## config.mk

```make
export PLATFORM = sky130hd
export DESIGN_NAME = edu_result_scoreboard
export DESIGN_NICKNAME = d
export VERILOG_FILES = /design/src/rtl/edu_result_scoreboard.sv
export SDC_FILE = /design/constraint.sdc
export NUM_CORES = 1
export LEC_CHECK = 0
export ABC_AREA = 0
export CORE_MARGIN = 10
export CORE_UTILIZATION = 45
export DETAILED_ROUTE_END_ITERATION = 8
export PLACE_DENSITY = 0.71
export SLEW_MARGIN = 20
export SYNTH_ARGS = -nofsm -noshare
export SYNTH_HDL_FRONTEND = slang
export SYNTH_SLANG_ARGS = --single-unit
```

## constraint.sdc

```tcl
create_clock -name CLK -period 4.3 [get_ports CLK]
set_input_delay 0.86 -clock CLK [delete_from_list [all_inputs] [get_ports CLK]]
set_output_delay 0.86 -clock CLK [all_outputs]
set_load 0.05 [all_outputs]
```

## src/rtl/edu_result_scoreboard.sv

```systemverilog
// Pairs two independent result streams through per-stream FIFOs, compares them in arrival
// order, and keeps saturating match/mismatch counters plus the first mismatching pair.
module edu_result_scoreboard #(
   parameter int W     = 11,
   parameter int DEPTH = 4,
   parameter int CNT_W = 16
) (
   input  logic                       CLK,
   input  logic                       RESET,
   input  logic                       gold_valid,
   output logic                       gold_ready,
   input  logic [W-1:0]               gold_data,
   input  logic                       dut_valid,
   output logic                       dut_ready,
   input  logic [W-1:0]               dut_data,
   output logic [$clog2(DEPTH):0]     gold_level,
   output logic [$clog2(DEPTH):0]     dut_level,
   output logic                       match_pulse,
   output logic                       mismatch_pulse,
   output logic [CNT_W-1:0]           match_count,
   output logic [CNT_W-1:0]           mismatch_count,
   output logic                       first_mm_valid,
   output logic [W-1:0]               first_mm_gold,
   output logic [W-1:0]               first_mm_dut
);

   localparam int AW = $clog2(DEPTH);
   localparam int PW = AW + 1;
   localparam logic [CNT_W-1:0] CNT_MAX = '1;

   logic [W-1:0]  gold_mem [DEPTH];
   logic [W-1:0]  dut_mem  [DEPTH];
   logic [PW-1:0] gold_wr, gold_rd, dut_wr, dut_rd;
   logic          gold_empty, gold_full, dut_empty, dut_full;
   logic          gold_push, dut_push, pair_pop, pair_equal;
   logic [W-1:0]  gold_head, dut_head;

   // The extra pointer MSB distinguishes full from empty when the index bits coincide.
   always_comb begin
      gold_empty = (gold_wr == gold_rd);
      dut_empty  = (dut_wr == dut_rd);
      gold_full  = (gold_wr[AW-1:0] == gold_rd[AW-1:0]) && (gold_wr[AW] != gold_rd[AW]);
      dut_full   = (dut_wr[AW-1:0] == dut_rd[AW-1:0]) && (dut_wr[AW] != dut_rd[AW]);
      gold_ready = !gold_full && !RESET;
      dut_ready  = !dut_full && !RESET;
      gold_push  = gold_valid && gold_ready;
      dut_push   = dut_valid && dut_ready;
      pair_pop   = !gold_empty && !dut_empty;
      gold_head  = gold_mem[gold_rd[AW-1:0]];
      dut_head   = dut_mem[dut_rd[AW-1:0]];
      pair_equal = (gold_head == dut_head);
      gold_level = gold_wr - gold_rd;
      dut_level  = dut_wr - dut_rd;
   end

   // Storage holds no control meaning, so it is written without reset.
   always_ff @(posedge CLK) begin
      if (gold_push) gold_mem[gold_wr[AW-1:0]] <= gold_data;
      if (dut_push)  dut_mem[dut_wr[AW-1:0]]   <= dut_data;
   end

   always_ff @(posedge CLK) begin
      if (RESET) begin
         gold_wr <= '0;
         gold_rd <= '0;
         dut_wr  <= '0;
         dut_rd  <= '0;
      end else begin
         if (gold_push) gold_wr <= gold_wr + 1'b1;
         if (dut_push)  dut_wr  <= dut_wr + 1'b1;
         if (pair_pop) begin
            gold_rd <= gold_rd + 1'b1;
            dut_rd  <= dut_rd + 1'b1;
         end
      end
   end

   // Compare result is registered at the pop edge; the first mismatch is captured once.
   always_ff @(posedge CLK) begin
      if (RESET) begin
         match_pulse    <= 1'b0;
         mismatch_pulse <= 1'b0;
         match_count    <= '0;
         mismatch_count <= '0;
         first_mm_valid <= 1'b0;
         first_mm_gold  <= '0;
         first_mm_dut   <= '0;
      end else begin
         match_pulse    <= pair_pop && pair_equal;
         mismatch_pulse <= pair_pop && !pair_equal;
         if (pair_pop && pair_equal && (match_count != CNT_MAX))
            match_count <= match_count + 1'b1;
         if (pair_pop && !pair_equal) begin
            if (mismatch_count != CNT_MAX)
               mismatch_count <= mismatch_count + 1'b1;
            if (!first_mm_valid) begin
               first_mm_valid <= 1'b1;
               first_mm_gold  <= gold_head;
               first_mm_dut   <= dut_head;
            end
         end
      end
   end

endmodule
```

* Word-level counts from Yosys, hierarchy flattened
Memories as Yosys holds them, arrays and structs flattened. A register that Yosys moved wholly into a read port is not among the register bits.
Cells that the tools add are included.
** Operators by class
- Bitwise gates (word level) :: 1
- Add/subtract/negate cells :: 8
- Equal/unequal tests :: 9
- Multiplexer cells :: 8
- Reduce and logical (&&, ||, !) cells :: 18
** Operators by type and width (count)
- 16-bit by 1-bit adder with 16-bit output (second input constant) :: 2
- 16-bit != test (second input constant) :: 2
- 3-bit by 1-bit adder with 3-bit output (second input constant) :: 4
- 11-bit equality test :: 1
- 1-bit logical AND :: 10
- 2-bit two-way mux :: 4
- 3-bit equality test :: 2
- 1-bit logical NOT :: 6
- 3-bit subtractor :: 2
- 2-bit equality test :: 2
- 1-bit two-way mux :: 4
- 2-bit AND reduction :: 2
- 1-bit != test :: 2
- 1-bit NOT :: 1
** Storage, ports and cells
- Register bits after elaboration :: 69
- Memory bits (writable) :: 88
- Memories kept :: 2
** Memories
- dut_mem :: depth 4, bits a word 11, read ports 1, clocked after Yosys merged registers in 1, write ports 1, RTL line 32 : logic [W-1:0] dut_mem [DEPTH];
- gold_mem :: depth 4, bits a word 11, read ports 1, clocked after Yosys merged registers in 1, write ports 1, RTL line 31 : logic [W-1:0] gold_mem [DEPTH];

* Depth between registers and ports, before layout
Gate-level depths: netlist of run 1.
- Word-level depth :: 7
- Depth in mapped cells :: 11
- Gate-level depth less buffers :: 8

* Least setup slack after synthesis of run 1
Ideal clock, no wire load.
- Path type :: input -> register
- From :: input port RESET
- To :: memory dut_mem[3][0], enable pin
- Path buffers :: 1
- Path slack :: 1421 ps
- Stages on the path :: 3
- Arrival time :: 2521 ps
- Path through :: clkbuf_1 -> a31oi_1 -> and3_1
** On the way
- Longest elaborated chain between the ends :: 5
** RTL lines
- start: declaration :: RTL line 9 : input logic RESET,
- 1-bit logical NOT :: RTL line 45 : dut_ready = !dut_full && !RESET;
- 1-bit logical AND :: RTL line 45
- named net dut_ready :: RTL line 14 : output logic dut_ready,
- 1-bit logical AND :: RTL line 47 : dut_push = dut_valid && dut_ready;
- 1-bit two-way mux :: RTL line 59 : if (dut_push) dut_mem[dut_wr[AW-1:0]] <= dut_data;
- 1-bit two-way mux (not written as such) :: RTL line 59
- end: declaration :: RTL line 32
The timed path passes the listed nets, and every way through them passes these cells.

==> results of run 1 <==
-- kinds of logic after synthesis --
| logic type | Yosys count |
|---|---|
| adders and majority gates | 18 |
| and+or+nand+nor | 155 |
| AOI/OAI and AO/OA | 28 |
| muxes | 45 |
| buffers and inverters | 35 |
| DFF | 161 |
| xor gates and xnor gates | 45 |
-- critical path, delay by kind of cell (launching register included) --
kind          cells  cell delay, ns
xor+xnor          1            0.19
simple gates      4            1.14
buf+inv           1            0.35
flops             1            0.82
mux               2            0.88
-- metal layers --
| metal | up-vias | part of all wire | track usage |
|---|---|---|---|
| li1 | 1962 | - | - |
| met1 | 2001 | 0.42 | 0.1711 |
| met2 | 109 | 0.50 | 0.2341 |
| met3 | 10 | 0.072 | 0.05811 |
| met4 | 0 | 0.0078 | 0.04348 |
| met5 | - | 0 | 0 |
-- where the power goes --
| part | internal (W) | switching [W] | total (W) |
|---|---|---|---|
| Sequential | 0.00170 | 0.0000769 | 0.00178 |
| Combinational | 0.000327 | 0.000510 | 0.000838 |
| Clock | 0.000918 | 0.000610 | 0.00153 |
-- area by class of cell --
| class | instances | area, sq um |
|---|---|---|
| fillers | 1135 | 6254 |
| multi-input cells | 291 | 2310 |
| clock inverters | 15 | 181.4 |
| well taps | 184 | 230.2 |
| inverters | 13 | 48.80 |
| clock buffers | 17 | 425.4 |
| flip-flops and latches | 161 | 4104 |
| repair buffers | 94 | 925.9 |
-- registers in the layout, summed over array words and instances, names as in the netlist, 11 cells and up, named ones only --
name and flops:
gold_mem 44, match_count 16, mismatch_count 16, dut_mem 44, first_mm_gold 11, first_mm_dut 11
-- through the flow --
step | instance area, sq um | setup WS (ns)
CTS | 8225 | 0.7275
global route | 8225 | 0.5126
floorplan | 6603 | 1.421
global placement | 7619 | 0.8854
detailed placement | 7619 | 0.7704
finish | 8225 | 0.7803
-- worst min path at each step --
| stage | start | end | slack (ns) | depth (start not counted) |
|---|---|---|---|---|
| 3_5_place_dp | dut_rd[1] | dut_rd[1] | 0.50 | 2 |
| 3_3_place_gp | match_count[11] | match_count[11] | 0.49 | 2 |
| 4_1_cts | mismatch_count[1] | mismatch_count[1] | 0.51 | 2 |
| 2_1_floorplan | dut_rd[1] | flop | 0.47 | 2 |
| 6_report | dut_rd[1] | flop | 0.51 | 2 |
| 5_1_grt | match_count[11] | match_count[11] | 0.54 | 2 |
-- cells in the mapped netlist, types with 13 or more instances --
cell       n
edfxtp_1  88
dfxtp_1   73
nor2_1    62
mux2i_1   23
xnor2_1   23
nand2_1   22
xor2_1    22
mux4_2    21
and3_1    17
ha_1      16
nor3_1    14
inv_1     13
-- cell usage in the layout (no fill, tap or decap), types with 2 or more instances in the layout --
cell type        netlist  layout
a21oi_1                9       9
a311oi_1               2       2
a31o_2                 2       2
a31oi_1                4       4
and2_1                 7       7
and3_1                17      17
and4_1                 4       4
buf_4                  0       4
bufinv_16              0       3
clkbuf_16              0      17
clkdlybuf4s50_1        0      89
clkinv_4               0       2
clkinvlp_4             0       4
dfxtp_1               73      73
edfxtp_1              88      88
fa_1                   2       2
ha_1                  16      16
inv_1                 13      13
inv_6                  0       4
mux2i_1               23      23
mux4_2                21      21
nand2_1               22      22
nand3_1                9       9
nand4_1                8       8
nor2_1                62      62
nor3_1                14      14
nor4_2                 2       2
o21ai_0                5       5
o31ai_1                2       2
or3_1                  5       5
xnor2_1               23      23
xor2_1                22      22
==> results.toml, run 1 <==
[outcome]
outcome = "complete, no violations"

[cts]
clkSlewWorstSetupHoldPaths_ns = 0.06
cts_root_buf = "clkbuf_16"
cts_setup_buffers = 0
htree_levels = 4
ctsResizeCount = 0
cts_buffers = 17
cts_tree = "done"
clock_latency_ns = 0.42
hold_buffers = 0
clk_path_buf_depth = 2
cts.sinks = 161

[final_layout]
drive_gt1_frac = 0.1066
fin_nets = 622
layoutNonFillerInstCount = 775
area_growth_pct = 24.58
diodes = 0
final_util = 0.5681

[critical_path]
crit_chain = "mux4_2 -> xor2_1 -> nor4_2 -> and3_1 -> or3_1 -> buf_4 -> mux2i_1 -> nor2_1"
reg2reg_depth = 8
path_max_fanout = 22
endpoint = "first_mm_dut[0]"
rrSetupSlack_ns = 0.78
critical_path.max_stage_delay_ns = 0.82
rr_endpoint = "first_mm_dut[0]"
crit_type = "reg -> reg"
startpoint_type = "flop"
crit_arrival_ns = 3.81
critPathRequiredTime_ns = 4.59
setup.worst_path.end_class = "flop"
crit_path_top_delay_cell = "dfxtp_1"

[sta]
fin_crit_ns = 3.520
fmax_mhz = 284.1
max_slew.worst_pin.slew_ns = 0.8655
hold_violations = 0
fin_tns_setup_ns = 0
relSlewSlack = 0.4230
period_share = 0.8185
holdWs_ns = 0.5090
skew_ns = 0.008053
rsz0062_at_grt = "false"
setup_viol = 0
slew_violations = 0

[power]
p_leak_nw = 2.998
finalPower_w = 0.004146
irDropWorstVdd_uv = 337.1
p_per_area_nw_per_um2 = 504.0

[routing]
via_per_inst = 5.267
drtIter0Drc = 222
drtAntennaViolNets = 0
drtPass1Iterations = 4
vias = 4082
drc = 0
wl_per_cell_um = 18.26
drt_wl_total_um = 14150

[global_routing]
first_global_vias = 4194
grt_pass1_wl_um = 22410
track_usage = 0.1440
antenna_found_initial = 0
globalRouteOverflowTotal = 0
grt_max_degree = 45

[yosys]
synth_top_family_by_area = "simple AND/OR/NAND/NOR gates"
syn_inst = 487
synth-xor-area-share = 0.05969
ys_async_sr_fraction = 0
syn_area_per_cell_sq_um = 13.56
yosys_register_bits = 161
ys_types = 39
synth_compound_area_frac = 0.02672
synth_top_cell_area_share = 0.4002
synth_fp_nets = 531
yosysWarnings = 0
synth_simple_gate_area_share = 0.1165
yosys.area.top_type = "edfxtp_1"
synth.area.mux_share = 0.1105
synth_adder_area_share = 0.03638
synth.area.top_cells = "edfxtp_1 40%, dfxtp_1 22%, mux4_2 7.2%, nor2_1 3.5%, mux2i_1 3.5%"
synth_area_sq_um = 6603
synth_flop_cell = "edfxtp_1"
synth_edf_count = 88
ys_seq_area_frac = 0.6216

[placement]
hpwl_um = 10160
dp.cells = 743
place.port_buffers = 90
gp_congestion = 0.7241

[floorplan]
pin_count = 91
num_rows = 44
die_w_um = 141.1
die_h_um = 141.1
start_util = 0.4560
core_area_sq_um = 14480
die-area_sq_um = 19920

[run]
drv_cap = 0

[worst_hold_path]
hold_class = "reg -> reg"
No activity file was read; power rests on OpenSTA's default activity.
==> run 2, diff against run 1 <==
Clock period 4.3 ns to 3.45 ns, I/O delays scaled along.
==> results.toml, run 2 (synthesis results as in run 1) <==
[placement]
postPlaceCellArea_sq_um = 7661
hpwl_um = 10230
dp_slack_ns = 0.5044
place.port_buffers = 90
dp.cells = 746
gp_congestion = 0.7517

[power]
clockPowerShare = 0.350
p_leak_nw = 3.010
finalPower_w = 0.005063
p_int_w = 0.003612
swShare = 0.2866
switchingPower_w = 0.001451
p_seq_frac = 0.435
p_per_area_nw_per_um2 = 616.3
irDropWorstVdd_uv = 339.6
combPwrFrac = 0.215

[critical_path]
startpoint_type = "flop"
critPathRequiredTime_ns = 2.76
crit_type = "reg -> out"
crit_arrival_ns = 2.60
rr_endpoint = "first_mm_dut[2]"
reg2reg_depth = 9
cp-startpoint = "gold_wr[0]"
path_max_fanout = 4
rrSetupSlack_ns = 0.52
endpoint = "gold_level[2]"
setup.worst_path.end_class = "primary output"

[cts]
cts.sinks = 161
hold_buffers = 0
clk_path_buf_depth = 2
cts_tree = "done"
clock_latency_ns = 0.42
clkSlewWorstSetupHoldPaths_ns = 0.06
htree_levels = 4
cts_setup_buffers = 0
cts_root_buf = "clkbuf_16"
ctsResizeCount = 0
cts_buffers = 17

[sta]
setup_ws_ns = 0.1580
fin_crit_ns = 3.292
relSlewSlack = 0.4355
skew_ns = 0.01166
period_share = 0.9542
rsz0062_at_grt = "false"
hold_violations = 0
fmax_mhz = 303.8
slew_violations = 0
fin_tns_setup_ns = 0
max_slew.worst_pin.slew_ns = 0.8468
setup_viol = 0

[floorplan]
num_rows = 44
start_util = 0.4560
core_area_sq_um = 14480
die-area_sq_um = 19920
die_h_um = 141.1
die_w_um = 141.1
pin_count = 91

[routing]
drc = 0
drt_wl_total_um = 14170
via_per_inst = 5.298
drtPass1Iterations = 5
vias = 4122
wl_per_cell_um = 18.22
drtAntennaViolNets = 0
drtIter0Drc = 294

[worst_hold_path]
hold_start = "first_mm_gold[3]"
hold_class = "reg -> reg"

[final_layout]
area_growth_pct = 24.43
layoutNonFillerInstCount = 778
fin_nets = 625
drive_gt1_frac = 0.1027
stdcell_area_sq_um = 8215
diodes = 0
final_cell_mix = "88 x edfxtp_1, 87 x clkdlybuf4s50_1, 73 x dfxtp_1, 62 x nor2_1"
final_common_cell = "edfxtp_1"

[global_routing]
first_global_vias = 4257
grt_max_degree = 39
grt_pass1_wl_um = 22620
antenna_found_initial = 0
track_usage = 0.1447
globalRouteOverflowTotal = 0

[outcome]
outcome = "complete, no violations"

[run]
drv_cap = 0
run 2: routing by layer:
metal / track usage / share of wire / vias to the layer above
met5: 0 / 0 / -
met4: 0.06141 / 0.020 / 0
met3: 0.04501 / 0.054 / 24
met2: 0.2297 / 0.49 / 112
met1: 0.1783 / 0.44 / 2037
li1: - / - / 1949
run 2: layout make-up:
type / count / area [sq um]
Sequential cell: 161 / 4104
Fill cell: 1135 / 6264
Clock buffer: 21 / 440.4
Timing Repair Buffer: 97 / 968.4
Multi-Input combinational cell: 291 / 2310
Tap cell: 184 / 230.2
Inverter: 13 / 48.80
Clock inverter: 11 / 113.9
run 2: critical path: stages (launching register included):
cell	delay (ns)
dfxtp_1	0.39
inv_1	0.11
ha_1	0.22
fa_1	0.37
xor2_1	0.24
clkdlybuf4s50_1	0.85
run 2: worst min-delay path by stage:
stage	endpoint	slack, ns	depth (start not counted)
final	first_mm_gold[3]	0.51	2
after global routing	first_mm_gold[7]	0.54	2
after CTS	flop	0.51	2
after detailed placement	first_mm_gold[7]	0.51	2
after global placement	first_mm_gold[3]	0.48	2
after floorplan	flop	0.47	2
run 2: power groups by stage:
stage	Combinational [W]	Clock, W	Sequential (W)
after floorplan	0.000623	0	0.00238
after global placement	0.00108	0	0.00224
after detailed placement	0.00110	0	0.00224
after CTS	0.00110	0.00180	0.00220
after global routing	0.00117	0.00189	0.00221
final	0.00109	0.00177	0.00220
run 2: stage by stage:
stage | hold WS (ns) | utilization
finish | 0.5148 | 0.5674
global route | 0.5407 | 0.5674
CTS | 0.5148 | 0.5674
detailed placement | 0.5059 | 0.5291
global placement | 0.4831 | 0.5291
floorplan | 0.4671 | -
==> run 3, diff against run 2 <==
Settings changed: CTS_BUF_LIST set to sky130_fd_sc_hd__clkbuf_8, PLACE_DENSITY 0.71 to 0.68.
==> results.toml, run 3 (synthesis results as in run 1) <==
[critical_path]
setup.worst_path.end_class = "primary output"
rrSetupSlack_ns = 0.39
crit_family = "buffers and inverters"
crit_path_top_delay_cell = "clkdlybuf4s50_1"
startpoint_type = "flop"
critical_path.max_stage_delay_ns = 0.87
reg2reg_depth = 9
crit_chain = "inv_1 -> ha_1 -> fa_1 -> xor2_1 -> clkdlybuf4s50_1"
critPathRequiredTime_ns = 2.76
crit_arrival_ns = 2.67
rr_endpoint = "match_count[15]"
critPathBufInv = 2
crit_type = "reg -> out"
path_max_fanout = 4

[global_routing]
grt_pass1_wl_um = 22370
grt_max_degree = 31
globalRouteOverflowTotal = 0
first_global_vias = 4077
antenna_found_initial = 0
track_usage = 0.1435

[cts]
cts.sinks = 161
cts_tree = "done"
cts_buffers = 17
clk_path_buf_depth = 2
cts_root_buf = "clkbuf_8"
clock_latency_ns = 0.44
hold_buffers = 0
ctsResizeCount = 0
clkSlewWorstSetupHoldPaths_ns = 0.08
cts_setup_buffers = 0
htree_levels = 4

[final_layout]
drive_gt1_frac = 0.1077
multi_input_area_sq_um = 2310
fin_nets = 625
seq_area_sq_um = 4104
diodes = 0
stdcell_area_sq_um = 8094
final_cell_mix = "88 x edfxtp_1, 87 x clkdlybuf4s50_1, 73 x dfxtp_1, 62 x nor2_1"
area_growth_pct = 22.59
final_common_cell = "edfxtp_1"
num-fill-cells = 1147

[floorplan]
die-area_sq_um = 19920
core_area_sq_um = 14480
die_h_um = 141.1
die_w_um = 141.1
start_util = 0.4560
num_rows = 44
pin_count = 91

[power]
swShare = 0.2891
irDropWorstVdd_uv = 314.4
p_leak_nw = 2.968
p_seq_frac = 0.458
p_int_w = 0.003413
combPwrFrac = 0.225
clockPowerShare = 0.317
p_per_area_nw_per_um2 = 593.2
switchingPower_w = 0.001388

[sta]
fmax_mhz = 298.0
slew_violations = 0
max_slew.worst_pin.slew_ns = 0.6800
hold_violations = 0
setup_viol = 0
rsz0062_at_grt = "false"
period_share = 0.9728
fin_tns_setup_ns = 0
relSlewSlack = 0.5467
skew_ns = 0.01129
fin_crit_ns = 3.356

[routing]
drtIter0Drc = 311
drtPass1Iterations = 5
vias = 4080
drt_wl_total_um = 14120
drc = 0
wl_per_cell_um = 18.15
via_per_inst = 5.244
drtAntennaViolNets = 0

[placement]
place.port_buffers = 90
postPlaceCellArea_sq_um = 7649
hpwl_um = 10200
gp_congestion = 0.8048

[run]
drv_cap = 0

[worst_hold_path]
holdPathStages = 2
hold_class = "reg -> reg"
hold_start = "dut_rd[1]"

[outcome]
outcome = "complete, no violations"
==> run 3: changes by cell type in the layout (fill, tap and decap cells not counted), moves of 2 or more <==
cell       before  now
bufinv_16       2    5
clkbuf_1        4    0
clkbuf_16      17    0
clkbuf_8        0   18
clkinv_1        4    2
inv_1          13   16
==> run 3: worst max-delay path by stage <==
stage,depth (start not counted),startpoint,end
floorplan,3,RESET,dut_mem[3][0]
global placement,9,flop,match_count[15]
detailed placement,9,flop,match_count[15]
CTS,5,gold_wr[0],gold_level[2]
global route,5,gold_wr[0],gold_level[2]
finish,5,gold_wr[0],gold_level[2]
==> run 3: tightest hold or removal path, delay by kind of cell, from the launching register on <==
family	cells	cell delay [ns]
flops	1	0.33
compound gates	1	0.07
simple gates	1	0.06
==> run 3: through the flow <==
step	total power, W	cells	hold slack [ns]	util	worst slack (ns)
final	0.004801	778	0.5030	0.5590	0.09383
after global placement	0.003315	746	0.4781	0.5283	0.4080
after detailed placement	0.003334	746	0.4903	0.5283	0.3883
after CTS	0.004833	778	0.5069	0.5590	0.06559
after global routing	0.005010	778	0.5295	0.5590	0.004119
after floorplan	0.003006	487	0.4671	-	0.7412
==> run 3: final cells by class <==
class	instances	share of cell area
Clock buffer	18	0.03061
Clock inverter	14	0.02442
Inverter	13	0.006029
Multi-Input combinational cell	291	0.2854
Sequential cell	161	0.5070
Tap cell	184	0.02844
Timing Repair Buffer	97	0.1181
==> run 3: power groups by stage <==
| stage | Combinational, W | Sequential, W | Clock (W) |
|---|---|---|---|
| detailed placement | 0.00109 | 0.00224 | 0 |
| floorplan | 0.000623 | 0.00238 | 0 |
| finish | 0.00108 | 0.00220 | 0.00152 |
| global placement | 0.00108 | 0.00224 | 0 |
| CTS | 0.00110 | 0.00220 | 0.00154 |
| global route | 0.00116 | 0.00221 | 0.00164 |
==> run 3: metal layers <==
metal	GRT usage	wire [um]	share of wire
met3	0.05005	894	0.063
met5	0	0	0
met2	0.2255	6795	0.48
met1	0.1828	6259	0.44
met4	0.04185	170	0.012
